File: config.mk
export PLATFORM = sky130hd
export DESIGN_NAME = uart_rx_frame_parser_flat
export DESIGN_NICKNAME = d
export VERILOG_FILES = /design/src/rtl/uart_frame_pkg.sv /design/src/rtl/uart_rx_frame_parser_if.sv /design/src/rtl/uart_rx_frame_parser.sv /design/src/flat_wrapper.sv
export SDC_FILE = /design/constraint.sdc
export NUM_CORES = 1
export LEC_CHECK = 0
export CAP_MARGIN = 20
export CORE_AREA = 2 2 126 128
export DETAILED_ROUTE_END_ITERATION = 12
export DIE_AREA = 0 0 128 130
export DONT_BUFFER_PORTS = 1
export GPL_TIMING_DRIVEN = 0
export PLACE_DENSITY = 0.71
export SYNTH_ARGS = -nofsm -noshare
export SYNTH_HDL_FRONTEND = slang
export SYNTH_SLANG_ARGS = --single-unit
export TNS_END_PERCENT = 5
File: constraint.sdc
create_clock -name UART_clk -period 2.4 [get_ports UART_clk]
set_clock_uncertainty 0.1 [all_clocks]
set_input_delay 0.12 -clock UART_clk [delete_from_list [all_inputs] [get_ports UART_clk]]
set_output_delay 0.12 -clock UART_clk [all_outputs]
set_load 0.005 [all_outputs]
File: src/rtl/uart_frame_pkg.sv
// Shared definitions for the UART receive frame parser: states, FIFO word layout, defaults.
package uart_frame_pkg;

    localparam int unsigned WORD_W     = 12;
    localparam int unsigned DATA_W     = 8;
    localparam int unsigned W_BE       = 11;
    localparam int unsigned W_OE       = 10;
    localparam int unsigned W_PE       = 9;
    localparam int unsigned W_FE       = 8;
    localparam int unsigned W_DATA_MSB = 7;
    localparam int unsigned W_DATA_LSB = 0;

    localparam logic [DATA_W-1:0] SOF_DEFAULT = 8'hA5;

    typedef enum logic [2:0] {
        ST_HUNT    = 3'd0,
        ST_CMD     = 3'd1,
        ST_LEN     = 3'd2,
        ST_PAYLOAD = 3'd3,
        ST_CHK     = 3'd4,
        ST_HOLD    = 3'd5
    } state_e;

    // True when the receiver flagged any line error on this FIFO word.
    function automatic logic line_err(input logic [WORD_W-1:0] w);
        return w[W_BE] | w[W_OE] | w[W_PE] | w[W_FE];
    endfunction

endpackage

File: src/rtl/uart_rx_frame_parser_if.sv
// FIFO-side and host-side signals of the frame parser, bundled for port connection.
interface uart_rx_frame_parser_if #(
    parameter int unsigned MAX_PAYLOAD = 16
);
    import uart_frame_pkg::*;

    logic [WORD_W-1:0]        fifo_rd_data;
    logic                     fifo_empty;
    logic                     fifo_rd_en;
    logic                     pkt_valid;
    logic                     pkt_ready;
    logic [DATA_W-1:0]        pkt_cmd;
    logic [4:0]               pkt_len;
    logic [MAX_PAYLOAD*8-1:0] pkt_payload;
    logic                     err_line;
    logic                     err_len;
    logic                     err_chk;
    logic [7:0]               err_cnt;

    // Parser side.
    modport master (
        input  fifo_rd_data, fifo_empty, pkt_ready,
        output fifo_rd_en, pkt_valid, pkt_cmd, pkt_len, pkt_payload,
               err_line, err_len, err_chk, err_cnt
    );

    // FIFO and host side.
    modport slave (
        output fifo_rd_data, fifo_empty, pkt_ready,
        input  fifo_rd_en, pkt_valid, pkt_cmd, pkt_len, pkt_payload,
               err_line, err_len, err_chk, err_cnt
    );

endinterface

File: src/rtl/uart_rx_frame_parser.sv
// Assembles UART FIFO words into SOF/CMD/LEN/payload/CHK frames and hands valid frames to the host.
module uart_rx_frame_parser
    import uart_frame_pkg::*;
#(
    parameter int unsigned       MAX_PAYLOAD = 16,
    parameter logic [DATA_W-1:0] SOF_BYTE    = SOF_DEFAULT
) (
    input  logic                   UART_clk,
    input  logic                   rst_n,
    uart_rx_frame_parser_if.master bus
);

    state_e                               r_state;
    state_e                               w_nxt;
    logic                                 r_rd_en;
    logic                                 r_cap;
    logic                                 r_pkt_valid;
    logic                                 r_err_line;
    logic                                 r_err_len;
    logic                                 r_err_chk;
    logic [7:0]                           r_err_cnt;
    logic [DATA_W-1:0]                    r_cmd;
    logic [DATA_W-1:0]                    r_xor;
    logic [4:0]                           r_len;
    logic [4:0]                           r_idx;
    logic [MAX_PAYLOAD-1:0][DATA_W-1:0]   r_payload;
    logic [DATA_W-1:0]                    w_data;
    logic                                 w_line;
    logic                                 w_err_line;
    logic                                 w_err_len;
    logic                                 w_err_chk;

    assign w_data = bus.fifo_rd_data[W_DATA_MSB:W_DATA_LSB];
    assign w_line = line_err(bus.fifo_rd_data);

    // State register.
    always_ff @(posedge UART_clk or negedge rst_n) begin
        if (!rst_n) r_state <= ST_HUNT;
        else        r_state <= w_nxt;
    end

    // Next state and error decisions; r_cap marks the cycle a requested word is on fifo_rd_data.
    always_comb begin
        w_nxt      = r_state;
        w_err_line = 1'b0;
        w_err_len  = 1'b0;
        w_err_chk  = 1'b0;
        if (r_state == ST_HOLD) begin
            if (r_pkt_valid && bus.pkt_ready) w_nxt = ST_HUNT;
        end else if (r_cap) begin
            if (w_line) begin
                w_err_line = 1'b1;
                w_nxt      = ST_HUNT;
            end else begin
                case (r_state)
                    ST_HUNT: if (w_data == SOF_BYTE) w_nxt = ST_CMD;
                    ST_CMD:  w_nxt = ST_LEN;
                    ST_LEN: begin
                        if (w_data > DATA_W'(MAX_PAYLOAD)) begin
                            w_err_len = 1'b1;
                            w_nxt     = ST_HUNT;
                        end else if (w_data == 8'd0) begin
                            w_nxt = ST_CHK;
                        end else begin
                            w_nxt = ST_PAYLOAD;
                        end
                    end
                    ST_PAYLOAD: if (r_idx == r_len - 5'd1) w_nxt = ST_CHK;
                    ST_CHK: begin
                        if (w_data == r_xor) begin
                            w_nxt = ST_HOLD;
                        end else begin
                            w_err_chk = 1'b1;
                            w_nxt     = ST_HUNT;
                        end
                    end
                    default: w_nxt = ST_HUNT;
                endcase
            end
        end
    end

    // Read strobe (one read in flight, none while a frame is held), handshake and error outputs.
    always_ff @(posedge UART_clk or negedge rst_n) begin
        if (!rst_n) begin
            r_rd_en     <= 1'b0;
            r_cap       <= 1'b0;
            r_pkt_valid <= 1'b0;
            r_err_line  <= 1'b0;
            r_err_len   <= 1'b0;
            r_err_chk   <= 1'b0;
            r_err_cnt   <= 8'd0;
        end else begin
            r_rd_en     <= !bus.fifo_empty && !r_rd_en && (w_nxt != ST_HOLD);
            r_cap       <= r_rd_en;
            r_pkt_valid <= (w_nxt == ST_HOLD);
            r_err_line  <= w_err_line;
            r_err_len   <= w_err_len;
            r_err_chk   <= w_err_chk;
            if ((w_err_line || w_err_len || w_err_chk) && (r_err_cnt != 8'hFF))
                r_err_cnt <= r_err_cnt + 8'd1;
        end
    end

    // Frame fields, payload buffer and running XOR, updated on each clean captured word.
    always_ff @(posedge UART_clk or negedge rst_n) begin
        if (!rst_n) begin
            r_cmd     <= '0;
            r_len     <= '0;
            r_idx     <= '0;
            r_xor     <= '0;
            r_payload <= '0;
        end else if (r_cap && !w_line && (r_state != ST_HOLD)) begin
            case (r_state)
                ST_HUNT: begin
                    if (w_data == SOF_BYTE) begin
                        r_xor     <= '0;
                        r_idx     <= '0;
                        r_payload <= '0;
                    end
                end
                ST_CMD: begin
                    r_cmd <= w_data;
                    r_xor <= r_xor ^ w_data;
                end
                ST_LEN: begin
                    r_len <= w_data[4:0];
                    r_idx <= '0;
                    r_xor <= r_xor ^ w_data;
                end
                ST_PAYLOAD: begin
                    for (int i = 0; i < MAX_PAYLOAD; i++) begin
                        if (r_idx == 5'(i)) r_payload[i] <= w_data;
                    end
                    r_idx <= r_idx + 5'd1;
                    r_xor <= r_xor ^ w_data;
                end
                default: ;
            endcase
        end
    end

    assign bus.fifo_rd_en  = r_rd_en;
    assign bus.pkt_valid   = r_pkt_valid;
    assign bus.pkt_cmd     = r_cmd;
    assign bus.pkt_len     = r_len;
    assign bus.pkt_payload = r_payload;
    assign bus.err_line    = r_err_line;
    assign bus.err_len     = r_err_len;
    assign bus.err_chk     = r_err_chk;
    assign bus.err_cnt     = r_err_cnt;

endmodule
File: src/flat_wrapper.sv
// flat-port wrapper written by rule: the top's interface ports become plain ports
module uart_rx_frame_parser_flat import uart_frame_pkg::*;
#(
    parameter int unsigned       MAX_PAYLOAD = 16,
    parameter logic [DATA_W-1:0] SOF_BYTE    = SOF_DEFAULT
)
  (UART_clk, rst_n, bus_fifo_rd_data, bus_fifo_empty, bus_pkt_ready, bus_fifo_rd_en, bus_pkt_valid, bus_pkt_cmd, bus_pkt_len, bus_pkt_payload, bus_err_line, bus_err_len, bus_err_chk, bus_err_cnt);
  uart_rx_frame_parser_if #(.MAX_PAYLOAD(MAX_PAYLOAD)) bus_i ();
  input  logic UART_clk;
  input  logic rst_n;
  input wire logic [$bits(bus_i.fifo_rd_data)-1:0] bus_fifo_rd_data;
  input wire logic [$bits(bus_i.fifo_empty)-1:0] bus_fifo_empty;
  input wire logic [$bits(bus_i.pkt_ready)-1:0] bus_pkt_ready;
  output wire logic [$bits(bus_i.fifo_rd_en)-1:0] bus_fifo_rd_en;
  output wire logic [$bits(bus_i.pkt_valid)-1:0] bus_pkt_valid;
  output wire logic [$bits(bus_i.pkt_cmd)-1:0] bus_pkt_cmd;
  output wire logic [$bits(bus_i.pkt_len)-1:0] bus_pkt_len;
  output wire logic [$bits(bus_i.pkt_payload)-1:0] bus_pkt_payload;
  output wire logic [$bits(bus_i.err_line)-1:0] bus_err_line;
  output wire logic [$bits(bus_i.err_len)-1:0] bus_err_len;
  output wire logic [$bits(bus_i.err_chk)-1:0] bus_err_chk;
  output wire logic [$bits(bus_i.err_cnt)-1:0] bus_err_cnt;
  assign bus_i.fifo_rd_data = bus_fifo_rd_data;
  assign bus_i.fifo_empty = bus_fifo_empty;
  assign bus_i.pkt_ready = bus_pkt_ready;
  assign bus_fifo_rd_en = bus_i.fifo_rd_en;
  assign bus_pkt_valid = bus_i.pkt_valid;
  assign bus_pkt_cmd = bus_i.pkt_cmd;
  assign bus_pkt_len = bus_i.pkt_len;
  assign bus_pkt_payload = bus_i.pkt_payload;
  assign bus_err_line = bus_i.err_line;
  assign bus_err_len = bus_i.err_len;
  assign bus_err_chk = bus_i.err_chk;
  assign bus_err_cnt = bus_i.err_cnt;
  uart_rx_frame_parser #(.MAX_PAYLOAD(MAX_PAYLOAD), .SOF_BYTE(SOF_BYTE)) u_core (.UART_clk(UART_clk), .rst_n(rst_n), .bus(bus_i));
endmodule
==> Word level (Yosys, flattened, before mapping) <==
Index checks and enable logic that the tools add are counted.
{ "totals": {"ram_bits": 0, "wordCells": 163, "latch_bits": 0, "romBits": 0, "mem_count": 0, "out_inout_bits": 154, "regBits": 171} }
{ "op_classes": {"order_cmp": 1, "n_reduce_logical": 38, "n_eq_ne": 44, "n_addsub": 3, "bitwise_logic": 4, "shifts": 0, "n_div": 0, "muxes": 45, "mul": 0} }
{ "op_table": {"columns": ["op", "count"], "rows": [
  ["128-bit case mux with 2 select lines", 1],
  ["8-bit 2-to-1 mux", 17],
  ["128-bit 2-to-1 mux", 1],
  ["4-bit AND reduction", 16],
  ["5-bit by 4-bit equality test with 1-bit output (second input constant)", 8],
  ["2-bit by 1-bit != test with 1-bit output (second input constant)", 17],
  ["3-bit 2-to-1 mux", 9],
  ["5-bit by 3-bit equality test with 1-bit output (second input constant)", 4],
  ["8-bit case mux with 2 select lines", 1],
  ["3-bit case mux with 5 select lines", 1],
  ["5-bit case mux with 3 select lines", 1],
  ["1-bit 2-to-1 mux", 13],
  ["5-bit by 2-bit equality test with 1-bit output (second input constant)", 2],
  ["3-bit equality test (second input constant)", 3],
  ["8-bit by 1-bit adder with 8-bit output (second input constant)", 1],
  ["8-bit equality test", 1],
  ["8-bit equality test (second input constant)", 1],
  ["8-bit by 5-bit > comparator with 1-bit output (second input constant)", 1],
  ["8-bit zero test", 1],
  ["8-bit != test (second input constant)", 1],
  ["8-bit XOR", 1],
  ["3-bit by 2-bit equality test with 1-bit output (second input constant)", 2],
  ["1-bit logical AND", 6],
  ["3-bit != test (second input constant)", 2],
  ["other kinds (16)", 24]
]} }

==> Longest topological paths before layout <==
Gate-level depths: netlist of the first run.
{ "depth": {"ltp_word": 9, "depth_mapped": 9, "ltp_nobuf": 7} }

==> Least setup slack after synthesis of the first run <==
Ideal clock, no wire load.
{ "synth_timing": {"path_type": "input-to-reg", "startpoint": "in bus_fifo_rd_data[4]", "endpoint": "reg u_core.r_payload (netlist bit u_core.bus.pkt_payload[120])", "required_ns": 2.175, "setup_ns": 0.125, "n_path_buf": 3, "t_arrival_ns": 2.033, "path_slack_ns": 0.142, "stages": 9, "cell_sequence": "buf_6 and4bb_1 nand4_2 or3_1 a211o_1 buf_6 buf_12 nor2_8 mux2_4"} }
{ "synth_between": {"elab_chain_cells": 3} }
{ "synth_rtl": {"columns": ["item", "line_no", "text"], "rows": [
  ["start, declared", "flat_wrapper.sv:11", "input wire logic [$bits(bus_i.fifo_rd_data)-1:0] bus_fifo_rd_data;"],
  ["8-bit equality test", "uart_rx_frame_parser.sv:116", "if (w_data == SOF_BYTE) begin"],
  ["2-bit by 1-bit != test with 1-bit output (no source line)", null, null],
  ["4-bit AND reduction (no source line)", null, null],
  ["end signal, assigned by index", "uart_rx_frame_parser.sv:133", "if (r_idx == 5'(i)) r_payload[i] <= w_data;"],
  ["end, declared", "uart_rx_frame_parser.sv:26", "logic [MAX_PAYLOAD-1:0][DATA_W-1:0] r_payload;"]
]} }
No other way between the ends.
A chain may end at the register's enable or synchronous reset.

==> Worst setup path after layout of the first run <==
{ "layout_timing": {"startpoint": "in bus_fifo_rd_data[8]", "endpoint": "reg u_core.r_payload (netlist bit u_core.bus.pkt_payload[71])"} }
{ "layout_between": {"elab_chain_cells": 5} }
{ "layout_rtl": {"columns": ["item", "line_no", "text"], "rows": [
  ["1-bit bitwise OR", "uart_frame_pkg.sv:26", "return w[W_BE] | w[W_OE] | w[W_PE] | w[W_FE];"],
  ["1-bit zero test", "uart_rx_frame_parser.sv:113", "end else if (r_cap && !w_line && (r_state != ST_HOLD)) begin"],
  ["1-bit logical AND (2 in a row)", "uart_rx_frame_parser.sv:113", null],
  ["4-bit AND reduction (no source line)", null, null]
]} }
No other way between the ends.

==> tab_implementation.tex, run 1 <==
\begin{tabular}{lr}
\hline
Metric & Value \\
\hline
\multicolumn{2}{l}{\textbf{Global route}} \\
\quad Grt met1 use & 26.4\% \\
\quad Congestion Overflow GR & 0 \\
\quad Vias in the first global route & 4840 \\
\quad Global-route wire length before repair & 27.5 mm \\
\quad GRT Total Usage & 22.0\% \\
\quad Peak-usage layer in the global routing report & met2 \\
\quad Maximum number of pins on one net before global-route repair & 172 \\
\quad Met3 track utilization from global routing & 9.02\% \\
\quad Number of antenna violations at the first check in global routing & 0 \\
\quad GR Util met2 & 35.8\% \\
\multicolumn{2}{l}{\textbf{Placed design}} \\
\quad Placement-stage cell area & 7750 um2 \\
\quad Routability congestion estimate & 0.866 \\
\quad Setup slack after placement & -0.466 ns \\
\quad Input/output buffers & 0 \\
\quad Sum of net half-perimeters after detailed placement & 11.9 mm \\
\multicolumn{2}{l}{\textbf{Detailed routing}} \\
\quad Wirelength per Cell & 22.5 um \\
\quad Number of iterations in the first detailed-routing pass & 4 \\
\quad Starting DRC count in detailed routing & 270 \\
\quad Post-detailed-route DRC marker count & 0 \\
\quad Via density per instance & 5.74 \\
\quad Total vias in the final route & 4509 \\
\quad Routed Antenna Nets & 0 \\
\quad Final WL & 17.7 mm \\
\multicolumn{2}{l}{\textbf{Synthesis}} \\
\quad Post-synthesis adder-cell area fraction & 1.17\% \\
\quad Count of yosys warnings during synthesis & 0 \\
\quad Post-Syn Area & 7510 um2 \\
\quad Main combinational cell family by area after synthesis & multiplexers \\
\quad Area fraction in and, or, nand and nor cells after synthesis & 10.3\% \\
\quad Synth async-reset ratio & 100\% \\
\quad Number of different library cells in the post-synthesis netlist & 51 \\
\quad Number of synthesized register bits & 171 \\
\quad Mux cell area share after synthesis & 21.7\% \\
\quad Top flip-flop cell by instance count after synthesis & sky130\_fd\_sc\_hd\_\_dfrtp\_1 \\
\quad EDFF count, synth & 0 \\
\quad Register area share after synthesis & 57.0\% \\
\quad Gate count after technology mapping & 549 \\
\quad Xor-xnor portion of the synthesized cell area & 2.33\% \\
\quad Number of nets produced by synthesis & 572 \\
\quad Post-Synthesis Mean Instance Area & 13.7 um2 \\
\quad Complex-gate fraction of the synthesized area & 5.20\% \\
\multicolumn{2}{l}{\textbf{Die}} \\
\quad Die area & 16600 um2 \\
\quad Width of the die & 128 um \\
\quad Area inside the core boundary & 15400 um2 \\
\quad Die H & 130 um \\
\quad Initial cell density of the core & 48.7\% \\
\quad Boundary Pins & 170 \\
\quad Placement Rows & 46 \\
\multicolumn{2}{l}{\textbf{Worst setup path}} \\
\quad Type of the setup path with the least slack & in2reg \\
\quad Arrival time reported for the critical path endpoint & 2.54 ns \\
\quad Maximum single-stage delay on the critical path & 0.54 ns \\
\quad Category of the worst setup path launch point & input pin \\
\quad Count of buffering cells on the critical path with inverters included & 2 \\
\quad Kind of capture point of the worst setup path & flip-flop \\
\quad Crit-path leading delay family & simple AND/OR/NAND/NOR gates \\
\quad Slowest cell on crit path & sky130\_fd\_sc\_hd\_\_dlygate4sd3\_1 \\
\quad Crit-path cells & dlygate4sd3\_1 -> nor4\_2 -> nand2\_1 -> a211o\_1 -> buf\_6 -> nor2\_2 -> mux2\_2 \\
\quad Data required, critical path & 2.60 ns \\
\quad Critical-path maximum fanout & 8 \\
\multicolumn{2}{l}{\textbf{Clock network}} \\
\quad Register clock-pin slew on the reported worst setup and hold paths & 0.06 ns \\
\quad CTS Hold Buffers Added & 12 \\
\quad Level count of the clock H-tree & 4 \\
\quad Clock latency of the later-clocked register in the worst-skew pair & 0.41 ns \\
\quad CTS Buffer Depth & 2 \\
\quad Number of buffers created by CTS & 17 \\
\quad CTS tree & yes \\
\quad Number of sinks handled by clock tree synthesis & 171 \\
\quad CTS Root Buffer Type & sky130\_fd\_sc\_hd\_\_clkbuf\_16 \\
\multicolumn{2}{l}{\textbf{Timing}} \\
\quad Final Hold Vio Count & 171 \\
\quad Final worst setup slack & 0.0518 ns \\
\quad Fin crit period & 2.35 ns \\
\quad Count of endpoints failing setup in the final report & 0 \\
\quad Timing-limited maximum frequency & 426 MHz \\
\quad Slew HR & 54.2\% \\
\quad Post-route worst hold slack & -0.698 ns \\
\quad RSZ-0062 raised after global routing & true \\
\quad Total Neg Setup Slack & 0 ns \\
\quad Post-route clock period utilization & 97.8\% \\
\quad Fin. max-slew vios & 0 \\
\quad Transition time at the pin with the least slew margin & 0.686 ns \\
\multicolumn{2}{l}{\textbf{Finish}} \\
\quad Final \#Nets & 603 \\
\quad Share of final-layout standard cells stronger than drive strength 1 & 35.8\% \\
\quad Antenna fix cells & 0 \\
\quad Multi-input gate area & 3080 um2 \\
\quad Sequential standard cell area & 4280 um2 \\
\quad Area delta synth->final & 12.8\% \\
\quad Fillers & 1283 \\
\quad Finished Cell Area & 8470 um2 \\
\multicolumn{2}{l}{\textbf{Pwr}} \\
\quad Power density over the cells & 684 nW/um2 \\
\quad Peak ir drop on the vdd network & 445 uV \\
\quad Leakage component of the power & 4.08 nW \\
\quad Post-route total power & 5.79 mW \\
\multicolumn{2}{l}{\textbf{Status}} \\
\quad Violated checks & negative hold slack \\
\quad Status & finished, violations left \\
\multicolumn{2}{l}{\textbf{Min path}} \\
\quad Class of the tightest hold or removal check & in2async \\
\multicolumn{2}{l}{\textbf{Flow run}} \\
\quad Max-cap violation count & 0 \\
\hline
\end{tabular}
[through the flow]
step / std cells / util [%]
2_1_floorplan: 549 / -
3_3_place_gp: 741 / 50.2
3_5_place_dp: 741 / 50.2
4_1_cts: 785 / 54.7
5_1_grt: 785 / 54.9
6_report: 785 / 54.9
[metal layers]
layer,share of wire [%],routed length (um)
met3,9.0,1590
met5,0,0
met4,2.4,419
met1,39,6940
met2,49,8730
[worst reg2reg max path: stages, from the launching register on]
cell and delay [ns]:
sky130_fd_sc_hd__dfrtp_1 0.37, sky130_fd_sc_hd__buf_4 0.16, sky130_fd_sc_hd__and3b_1 0.24, sky130_fd_sc_hd__buf_2 0.29, sky130_fd_sc_hd__and2_0 0.48, sky130_fd_sc_hd__clkbuf_2 0.37
sky130_fd_sc_hd__mux2_2 0.22
[path summary, 6_finish.rpt]
kind,from,to,slack (ns),cells past startpoint
min reg2reg,u_core.bus.fifo_rd_en,u_core.r_cap,0.33,0
max in group asynchronous,rst_n,u_core.r_idx[0],2.54,0
min,rst_n,u_core.bus.pkt_valid,-0.70,0
min in group UART_clk,bus_fifo_rd_data[0],u_core.bus.pkt_cmd[0],0.01,2
max,bus_fifo_rd_data[8],u_core.bus.pkt_payload[71],0.05,7
max reg2reg,u_core.r_state[2],u_core.bus.pkt_payload[114],0.11,6
[state kept, by name (all words and copies together), names as in the netlist, 3 cells and up]
name / count
u_core.bus.pkt_payload: 128
u_core.bus.err_cnt: 8
u_core.bus.pkt_cmd: 8
u_core.r_xor: 8
u_core.bus.pkt_len: 5
u_core.r_idx: 5
u_core.r_state: 3
[power by group]
group          internal (mW)  leakage [nW]  switching (mW)
clock                   1.50         0.279            1.13
sequential              2.94          2.38          0.0816
combinational         0.0752          1.43          0.0727
[kinds of logic (layout without fill, tap and decap cells)]
group | after synthesis | after routing
AND/OR/NAND/NOR | 117 | 117
adder cells (fa/ha/maj) | 7 | 7
AO/OA/AOI/OAI | 60 | 60
multiplexers | 142 | 142
flip-flops | 171 | 171
XOR/XNOR | 20 | 20
buffers and inverters | 32 | 76
[synthesized netlist by cell type (8+ instances only)]
master,instances,area [um2]
sky130_fd_sc_hd__inv_1,8,30.0
sky130_fd_sc_hd__nand2_1,23,86.3
sky130_fd_sc_hd__o21ai_0,23,115
sky130_fd_sc_hd__nor2b_1,9,56.3
sky130_fd_sc_hd__nor2_1,24,90.1
sky130_fd_sc_hd__and2_0,8,50.1
sky130_fd_sc_hd__xor2_1,16,140
sky130_fd_sc_hd__a21oi_1,20,100
sky130_fd_sc_hd__nor2_8,10,200
sky130_fd_sc_hd__clkbuf_1,15,56.3
sky130_fd_sc_hd__nand3_1,9,45.0
sky130_fd_sc_hd__mux2_2,130,1460
sky130_fd_sc_hd__mux2_4,8,120
sky130_fd_sc_hd__dfrtp_1,171,4280
[timing repair]
action | CTS | global route
setup buffers | 0 | 0
pin swaps | 0 | 0
setup endpoints to repair | 61 | 36
gates resized for setup | 8 | 9
hold endpoints to repair | 191 | 171
[cell usage in the layout (no fill, tap or decap), types with 3 or more instances in the layout]
cell type                       Yosys  layout
sky130_fd_sc_hd__a21oi_1           20      20
sky130_fd_sc_hd__nor3_1             6       6
sky130_fd_sc_hd__clkbuf_16          0      17
sky130_fd_sc_hd__mux2_1             4       4
sky130_fd_sc_hd__buf_6              3       3
sky130_fd_sc_hd__nand2_1           23      23
sky130_fd_sc_hd__xnor2_1            4       4
sky130_fd_sc_hd__clkbuf_1          15      10
sky130_fd_sc_hd__nor2_8            10      10
sky130_fd_sc_hd__a21oi_4            3       3
sky130_fd_sc_hd__inv_1              8       8
sky130_fd_sc_hd__nor4_2             1       3
sky130_fd_sc_hd__nand3b_1           4       4
sky130_fd_sc_hd__xor2_1            16      16
sky130_fd_sc_hd__dfrtp_1          171     171
sky130_fd_sc_hd__mux2_4             8       8
sky130_fd_sc_hd__clkbuf_2           1       7
sky130_fd_sc_hd__o21ai_0           23      23
sky130_fd_sc_hd__clkinv_2           0       3
sky130_fd_sc_hd__clkinv_4           0       3
sky130_fd_sc_hd__mux2_2           130     130
sky130_fd_sc_hd__nor2_2             3       3
sky130_fd_sc_hd__nor2_1            24      23
sky130_fd_sc_hd__dlygate4sd3_1      0      12
sky130_fd_sc_hd__nand3_1            9       9
sky130_fd_sc_hd__ha_1               7       7
sky130_fd_sc_hd__and2_0             8       5
sky130_fd_sc_hd__buf_4              3       3
sky130_fd_sc_hd__nor4_1             5       3
sky130_fd_sc_hd__nor2b_1            9       9
[layout make-up]
| type | count | share of cell area [%] |
|---|---|---|
| inverter | 8 | 0.355 |
| sequential | 171 | 50.5 |
| multi-input combinational | 346 | 36.3 |
| clock buffer | 20 | 5.39 |
| tap | 192 | 2.84 |
| buffer | 24 | 1.77 |
| clock inverter | 12 | 1.36 |
| timing repair buffer | 12 | 1.42 |
Note: power is estimated with default switching activity, not from simulation.
==> inputs of run 2 (changes only) <==
- ABC_AREA: unset -> 1
- CORE_AREA: 2 2 126 128 -> 2 2 125 127
- DIE_AREA: 0 0 128 130 -> 0 0 127 129
- SETUP_SLACK_MARGIN: unset -> 0.15
- SLEW_MARGIN: unset -> 20
==> run 2 against run 1 <==
Effect of this change:
- the flow still finishes with violations (negative hold slack)
- sequential share of layout area up 0.79 points
- global-route usage up 0.69 points
- wire length up 3.5%
- worst setup slack better by 0.15 ns
- power up 3.1%
- via count up 19%
- core utilization up 0.79 points
- clock-buffer cell count down 1
- sequential cell count unchanged
- largest power group unchanged
==> tab_implementation.tex, run 2 <==
\begin{tabular}{lr}
\hline
Metric & Value \\
\hline
\multicolumn{2}{l}{\textbf{Status}} \\
\quad Status & finished, violations left \\
\quad Violated checks & negative hold slack \\
\multicolumn{2}{l}{\textbf{Clock network}} \\
\quad Register clock-pin slew on the reported worst setup and hold paths & 0.07 ns \\
\quad Number of buffers created by CTS & 17 \\
\quad CTS Root Buffer Type & sky130\_fd\_sc\_hd\_\_clkbuf\_16 \\
\quad CTS Buffer Depth & 2 \\
\quad CTS tree & yes \\
\quad Number of sinks handled by clock tree synthesis & 171 \\
\quad Clock latency of the later-clocked register in the worst-skew pair & 0.43 ns \\
\quad Level count of the clock H-tree & 4 \\
\quad CTS Hold Buffers Added & 14 \\
\multicolumn{2}{l}{\textbf{Placed design}} \\
\quad Sum of net half-perimeters after detailed placement & 12.2 mm \\
\quad Input/output buffers & 0 \\
\quad Routability congestion estimate & 0.823 \\
\multicolumn{2}{l}{\textbf{Timing}} \\
\quad Fin crit period & 2.20 ns \\
\quad Post-route worst hold slack & -0.715 ns \\
\quad Slew HR & 73.6\% \\
\quad RSZ-0062 raised after global routing & true \\
\quad Final Hold Vio Count & 171 \\
\quad Post-route clock period utilization & 91.8\% \\
\quad Count of endpoints failing setup in the final report & 0 \\
\quad Transition time at the pin with the least slew margin & 0.385 ns \\
\quad Timing-limited maximum frequency & 454 MHz \\
\quad Total Neg Setup Slack & 0 ns \\
\quad Fin. max-slew vios & 0 \\
\multicolumn{2}{l}{\textbf{Synthesis}} \\
\quad Count of yosys warnings during synthesis & 0 \\
\quad Number of nets produced by synthesis & 810 \\
\quad Top post-synthesis cells by area & sky130\_fd\_sc\_hd\_\_dfrtp\_1 (58\%), sky130\_fd\_sc\_hd\_\_nand2\_1 (10\%), sky130\_fd\_sc\_hd\_\_nor2\_1 (4.3\%) \\
\quad Biggest area consumer among synthesized cells & sky130\_fd\_sc\_hd\_\_dfrtp\_1 \\
\quad Ranking of synthesized cells by instance count & sky130\_fd\_sc\_hd\_\_nand2\_1 (204), sky130\_fd\_sc\_hd\_\_dfrtp\_1 (171), sky130\_fd\_sc\_hd\_\_nor2\_1 (85) \\
\quad Mux cell area share after synthesis & 0.306\% \\
\quad Main combinational cell family by area after synthesis & simple AND/OR/NAND/NOR gates \\
\quad Register area share after synthesis & 58.2\% \\
\quad Top-count cell post-synth & sky130\_fd\_sc\_hd\_\_nand2\_1 \\
\quad EDFF count, synth & 0 \\
\quad Xor-xnor portion of the synthesized cell area & 0.953\% \\
\quad Area fraction of the dominant cell type after synthesis & 58.2\% \\
\quad Synth async-reset ratio & 100\% \\
\quad Post-Synthesis Mean Instance Area & 9.34 um2 \\
\quad Gate count after technology mapping & 787 \\
\quad Post-Syn Area & 7350 um2 \\
\quad Complex-gate fraction of the synthesized area & 13.1\% \\
\quad Area fraction in and, or, nand and nor cells after synthesis & 20.2\% \\
\quad Post-synthesis adder-cell area fraction & 1.19\% \\
\quad Number of synthesized register bits & 171 \\
\quad Top flip-flop cell by instance count after synthesis & sky130\_fd\_sc\_hd\_\_dfrtp\_1 \\
\quad Number of different library cells in the post-synthesis netlist & 35 \\
\multicolumn{2}{l}{\textbf{Worst setup path}} \\
\quad Type of the setup path with the least slack & reg2reg \\
\quad Critical-path maximum fanout & 10 \\
\quad Kind of capture point of the worst setup path & flip-flop \\
\quad Arrival time reported for the critical path endpoint & 2.40 ns \\
\quad Data required, critical path & 2.60 ns \\
\quad Category of the worst setup path launch point & flip-flop \\
\multicolumn{2}{l}{\textbf{Finish}} \\
\quad Area delta synth->final & 13.4\% \\
\quad Antenna fix cells & 0 \\
\quad Most common cell after layout, fill and taps aside & sky130\_fd\_sc\_hd\_\_nand2\_1 \\
\quad Fillers & 1381 \\
\quad Sequential standard cell area & 4280 um2 \\
\quad Multi-input gate area & 2630 um2 \\
\quad Final core utilization & 55.7\% \\
\quad Final \#Nets & 845 \\
\quad Largest register FFs & 128 \\
\quad Top library cells by usage in the layout, fill and taps aside & sky130\_fd\_sc\_hd\_\_nand2\_1 (204), sky130\_fd\_sc\_hd\_\_dfrtp\_1 (170), sky130\_fd\_sc\_hd\_\_nor2\_1 (85), sky130\_fd\_sc\_hd\_\_o21ai\_1 (62), sky130\_fd\_sc\_hd\_\_inv\_1 (51) \\
\quad Share of final-layout standard cells stronger than drive strength 1 & 13.5\% \\
\multicolumn{2}{l}{\textbf{Die}} \\
\quad Boundary Pins & 170 \\
\quad Area inside the core boundary & 15000 um2 \\
\quad Initial cell density of the core & 49.1\% \\
\quad Die H & 129 um \\
\quad Width of the die & 127 um \\
\quad Die area & 16400 um2 \\
\quad Placement Rows & 45 \\
\multicolumn{2}{l}{\textbf{Detailed routing}} \\
\quad Wirelength per Cell & 17.9 um \\
\quad Starting DRC count in detailed routing & 465 \\
\quad Number of iterations in the first detailed-routing pass & 5 \\
\quad Final WL & 18.3 mm \\
\quad Total vias in the final route & 5364 \\
\quad Routed Antenna Nets & 0 \\
\quad Via density per instance & 5.25 \\
\quad Post-detailed-route DRC marker count & 0 \\
\multicolumn{2}{l}{\textbf{Global route}} \\
\quad Maximum number of pins on one net before global-route repair & 172 \\
\quad Congestion Overflow GR & 0 \\
\quad GRT Total Usage & 22.7\% \\
\quad Global-route wire length before repair & 28.3 mm \\
\quad Vias in the first global route & 5119 \\
\quad Number of antenna violations at the first check in global routing & 0 \\
\multicolumn{2}{l}{\textbf{Flow run}} \\
\quad Max-cap violation count & 0 \\
\multicolumn{2}{l}{\textbf{Pwr}} \\
\quad Leakage component of the power & 3.91 nW \\
\quad Power density over the cells & 716 nW/um2 \\
\quad Peak ir drop on the vdd network & 461 uV \\
\multicolumn{2}{l}{\textbf{Min path}} \\
\quad Class of the tightest hold or removal check & in2async \\
\hline
\end{tabular}
## run 2: changes by cell type after synthesis, moves of 12 or more
cell / previous run / this run
sky130_fd_sc_hd__clkbuf_1: 15 / 3
sky130_fd_sc_hd__o21ai_1: 0 / 62
sky130_fd_sc_hd__buf_2: 0 / 15
sky130_fd_sc_hd__a21oi_1: 20 / 45
sky130_fd_sc_hd__inv_1: 8 / 51
sky130_fd_sc_hd__nor2_1: 24 / 85
sky130_fd_sc_hd__nand2_1: 23 / 204
sky130_fd_sc_hd__xor2_1: 16 / 4
sky130_fd_sc_hd__mux2_2: 130 / 2
sky130_fd_sc_hd__o21ai_2: 0 / 18
## run 2: repair_timing
item | 4_1_cts | 5_1_grt
endpoints found under the setup margin | 0 | 52
resized for setup | 0 | 1
endpoints found under the hold margin | 199 | 171
buffers inserted | 0 | 2
## run 2: layer usage
metal  track usage (%)  part of all wire, %  up-vias
met2              36.2                   48      153
met3              7.19                  6.5       17
met4              7.37                  1.4        0
met5                 0                    0        -
li1                  -                    -     2612
met1              29.9                   45     2582
## run 2: final timing paths
kind	startpoint	to	slack (ns)	cells past startpoint
setup / recovery	u_core.r_state[2]	u_core.bus.pkt_payload[7]	0.20	9
hold / removal	rst_n	u_core.bus.fifo_rd_en	-0.72	0
setup reg to reg	u_core.r_state[2]	u_core.bus.pkt_payload[7]	0.20	9
hold reg to reg	u_core.bus.fifo_rd_en	u_core.r_cap	0.34	0
max in group asynchronous	rst_n	u_core.bus.pkt_payload[118]	2.56	0
min in group UART_clk	bus_fifo_rd_data[3]	u_core.bus.err_len	0.02	6
## run 2: area by class of cell
type | instances | share of cell area [%]
buffer | 30 | 2.72
sequential | 171 | 51.3
multi-input combinational | 528 | 31.5
clock buffer | 19 | 5.43
timing repair buffer | 16 | 1.86
clock inverter | 12 | 1.71
inverter | 58 | 2.64
tap | 188 | 2.82
## run 2: through the flow
step / setup WS [ns] / instances / hold slack (ns) / instance area (um2) / total power [mW]
floorplan: 0.568 / 787 / -0.276 / 7350 / 3.20
global placement: 0.218 / 975 / -0.272 / 7590 / 3.24
detailed placement: 0.199 / 975 / -0.272 / 7590 / 3.25
CTS: 0.178 / 1020 / -0.730 / 8320 / 6.01
global route: 0.0953 / 1022 / -0.732 / 8340 / 6.18
finish: 0.197 / 1022 / -0.715 / 8340 / 5.97
## run 2: power by group
part / internal [mW] / switching (mW)
combinational: 0.0861 / 0.0853
sequential: 2.95 / 0.0904
clock: 1.59 / 1.16
total: 4.63 / 1.34
## run 2: cells by family (layout without fill, tap and decap cells)
logic type      after synthesis  after routing
simple gates                340            340
compound gates              171            171
flops                       171            171
buf+inv                      88            135
xor+xnor                      8              8
fa+ha+maj                     7              7
mux                           2              2
## run 2: worst max-delay path, stage by stage, from the launching register on
cell and delay, ns:
sky130_fd_sc_hd__dfrtp_1 0.42, sky130_fd_sc_hd__inv_2 0.10, sky130_fd_sc_hd__nand2_1 0.15, sky130_fd_sc_hd__nor2_4 0.08, sky130_fd_sc_hd__inv_2 0.08, sky130_fd_sc_hd__buf_2 0.23, sky130_fd_sc_hd__nor2_1 0.06, sky130_fd_sc_hd__inv_1 0.30
sky130_fd_sc_hd__buf_2 0.41, sky130_fd_sc_hd__o21ai_1 0.12
==> inputs of run 3 (changes only) <==
- ABC_AREA: 1 -> unset
- CORE_AREA: 2 2 125 127 -> 2 2 162 164
- DIE_AREA: 0 0 127 129 -> 0 0 164 166
- PLACE_DENSITY: 0.71 -> 0.5
==> run 3 against run 2 <==
Effect of this change:
- the run still ends with negative hold slack left
- clock-buffer cell count is the same
- non-clock buffer count shrank 11
- first-iteration DRC count shrank 47%
- global-route usage shrank 7.2 points
- sequential cell count is the same
- hold slack gained 0.0086 ns
- final area grew 8.1%
- critical path depth shrank 4
- combinational power shrank 8%
- sequential share of layout area shrank 3.8 points
- cell count shrank 9.4%
- largest cell class unchanged
==> tab_implementation.tex, run 3 (same netlist as run 1, synthesis figures left out) <==
\begin{tabular}{lr}
\hline
Metric & Value \\
\hline
\multicolumn{2}{l}{\textbf{Flow run}} \\
\quad Max-cap violation count & 0 \\
\multicolumn{2}{l}{\textbf{Timing}} \\
\quad Final Hold Vio Count & 171 \\
\quad Transition time at the pin with the least slew margin & 0.588 ns \\
\quad Slew HR & 60.8\% \\
\quad Fin. max-slew vios & 0 \\
\quad Post-route clock period utilization & 95.2\% \\
\quad Timing-limited maximum frequency & 438 MHz \\
\quad Final worst setup slack & 0.115 ns \\
\quad Count of endpoints failing setup in the final report & 0 \\
\quad RSZ-0062 raised after global routing & true \\
\quad Post-route worst hold slack & -0.707 ns \\
\quad Fin crit period & 2.28 ns \\
\multicolumn{2}{l}{\textbf{Global route}} \\
\quad Maximum number of pins on one net before global-route repair & 172 \\
\quad Global-route wire length before repair & 32.0 mm \\
\quad GRT Total Usage & 15.5\% \\
\quad Number of antenna violations at the first check in global routing & 0 \\
\quad Vias in the first global route & 5048 \\
\quad Congestion Overflow GR & 0 \\
\multicolumn{2}{l}{\textbf{Die}} \\
\quad Width of the die & 164 um \\
\quad Area inside the core boundary & 25600 um2 \\
\quad Initial cell density of the core & 29.3\% \\
\quad Placement Rows & 59 \\
\quad Boundary Pins & 170 \\
\quad Die area & 27200 um2 \\
\quad Die H & 166 um \\
\multicolumn{2}{l}{\textbf{Placed design}} \\
\quad Sum of net half-perimeters after detailed placement & 13.7 mm \\
\quad Routability congestion estimate & 0.818 \\
\quad DP Cell Count & 884 \\
\quad Placement-stage cell area & 7930 um2 \\
\quad Setup slack after placement & -0.456 ns \\
\quad Input/output buffers & 0 \\
\multicolumn{2}{l}{\textbf{Detailed routing}} \\
\quad Final WL & 20.8 mm \\
\quad Routed Antenna Nets & 0 \\
\quad Via density per instance & 4.89 \\
\quad Total vias in the final route & 4531 \\
\quad Number of iterations in the first detailed-routing pass & 6 \\
\quad Post-detailed-route DRC marker count & 0 \\
\quad Wirelength per Cell & 22.4 um \\
\quad Starting DRC count in detailed routing & 247 \\
\multicolumn{2}{l}{\textbf{Worst setup path}} \\
\quad Category of the worst setup path launch point & flip-flop \\
\quad Slack of the worst reg-to-reg path & 0.12 ns \\
\quad Worst flop-to-flop path startpoint & u\_core.r\_state[0] \\
\quad Terminus of the critical flop-to-flop path & u\_core.bus.pkt\_payload[114] \\
\quad Kind of capture point of the worst setup path & flip-flop \\
\quad Arrival time reported for the critical path endpoint & 2.49 ns \\
\quad Cell count of the worst reg-to-reg path & 5 \\
\quad Critical-path maximum fanout & 8 \\
\quad Data required, critical path & 2.61 ns \\
\quad Type of the setup path with the least slack & reg2reg \\
\multicolumn{2}{l}{\textbf{Clock network}} \\
\quad CTS Hold Buffers Added & 10 \\
\quad CTS Buffer Depth & 2 \\
\quad Number of sinks handled by clock tree synthesis & 171 \\
\quad CTS Root Buffer Type & sky130\_fd\_sc\_hd\_\_clkbuf\_16 \\
\quad Register clock-pin slew on the reported worst setup and hold paths & 0.07 ns \\
\quad Clock latency of the later-clocked register in the worst-skew pair & 0.42 ns \\
\quad Level count of the clock H-tree & 4 \\
\quad Number of buffers created by CTS & 17 \\
\quad CTS tree & yes \\
\multicolumn{2}{l}{\textbf{Pwr}} \\
\quad Peak ir drop on the vdd network & 332 uV \\
\quad Leakage component of the power & 4.20 nW \\
\quad Power density over the cells & 688 nW/um2 \\
\multicolumn{2}{l}{\textbf{Finish}} \\
\quad Largest register FFs & 128 \\
\quad Finished Cell Area & 9010 um2 \\
\quad Antenna fix cells & 0 \\
\quad Final \#Nets & 602 \\
\quad Final Non-Filler Cells & 926 \\
\quad Top library cells by usage in the layout, fill and taps aside & sky130\_fd\_sc\_hd\_\_dfrtp\_1 (171), sky130\_fd\_sc\_hd\_\_mux2\_2 (77), sky130\_fd\_sc\_hd\_\_mux2\_4 (65) \\
\quad Most common cell after layout, fill and taps aside & sky130\_fd\_sc\_hd\_\_dfrtp\_1 \\
\quad Share of final-layout standard cells stronger than drive strength 1 & 38.2\% \\
\quad Area delta synth->final & 20.1\% \\
\multicolumn{2}{l}{\textbf{Status}} \\
\quad Violated checks & negative hold slack \\
\quad Status & finished, violations left \\
\multicolumn{2}{l}{\textbf{Min path}} \\
\quad Class of the tightest hold or removal check & in2async \\
\hline
\end{tabular}
[run 3: cell count changes in the layout (fill, tap and decap cells not counted), sizes merged, moves of 10 or more]
cell and change:
nand2 -194, mux2 +140, o21ai -90, nor2 -59, inv -47, a21oi -22
buf -21, clkbuf +14, xor2 +12, nand3 -10
[run 3: cell type report]
type / instances / area, um2
Tap cell: 335 / 419
Inverter: 8 / 30.0
Clock buffer: 19 / 453
Fill cell: 2424 / 16600
Timing Repair Buffer: 11 / 125
Clock inverter: 12 / 186
Buffer: 24 / 168
Multi-Input combinational cell: 346 / 3350
Sequential cell: 171 / 4280
[run 3: how the worst max path moves through the flow]
| stage | start | cells past startpoint | to |
|---|---|---|---|
| floorplan | bus_fifo_rd_data[4] | 9 | u_core.bus.pkt_payload[0] |
| global placement | u_core.r_state[2] | 6 | u_core.bus.pkt_payload[51] |
| detailed placement | u_core.r_state[2] | 6 | u_core.bus.pkt_payload[19] |
| CTS | u_core.r_state[1] | 6 | u_core.bus.pkt_payload[120] |
| global route | u_core.r_state[1] | 6 | u_core.bus.err_cnt[7] |
| finish | u_core.r_state[0] | 5 | u_core.bus.pkt_payload[114] |
[run 3: metrics by stage]
stage / power (mW) / TNS (ns) / hold WS, ns / utilization (%)
final: 6.20 / 0 / -0.707 / 35.2
after global routing: 6.44 / 0 / -0.740 / 35.2
after CTS: 6.28 / 0 / -0.733 / 34.9
after detailed placement: 3.21 / -37.35 / -0.269 / 30.9
after global placement: 3.19 / -31.38 / -0.269 / 30.9
after floorplan: 3.16 / 0 / -0.276 / -
[run 3: worst max-delay path, cell delays in order, from the launching register on]
cell	delay [ns]
sky130_fd_sc_hd__dfrtp_1	0.41
sky130_fd_sc_hd__or3_4	0.38
sky130_fd_sc_hd__a211o_1	0.32
sky130_fd_sc_hd__buf_12	0.17
sky130_fd_sc_hd__a21oi_4	0.39
sky130_fd_sc_hd__mux2_2	0.39
[run 3: repair_timing]
action,CTS,global route
endpoints found under the hold margin,189,171
endpoints found under the setup margin,140,149
setup buffers,0,0
gates cloned,0,1
pin swaps,13,3
gates resized for setup,81,13
[run 3: power by group]
group	internal (mW)	switching [mW]	total, mW	leakage [nW]
Combinational	0.0744	0.0825	0.157	1.52
Clock	1.81	1.21	3.02	0.308
Sequential	2.94	0.0817	3.02	2.38
[run 3: routing by layer]
layer	vias up	track usage, %	share of wire, %
li1	1983	-	-
met1	2371	19.3	42
met2	160	24.1	46
met3	17	6.94	10
met4	0	5.00	1.7
met5	-	0	0
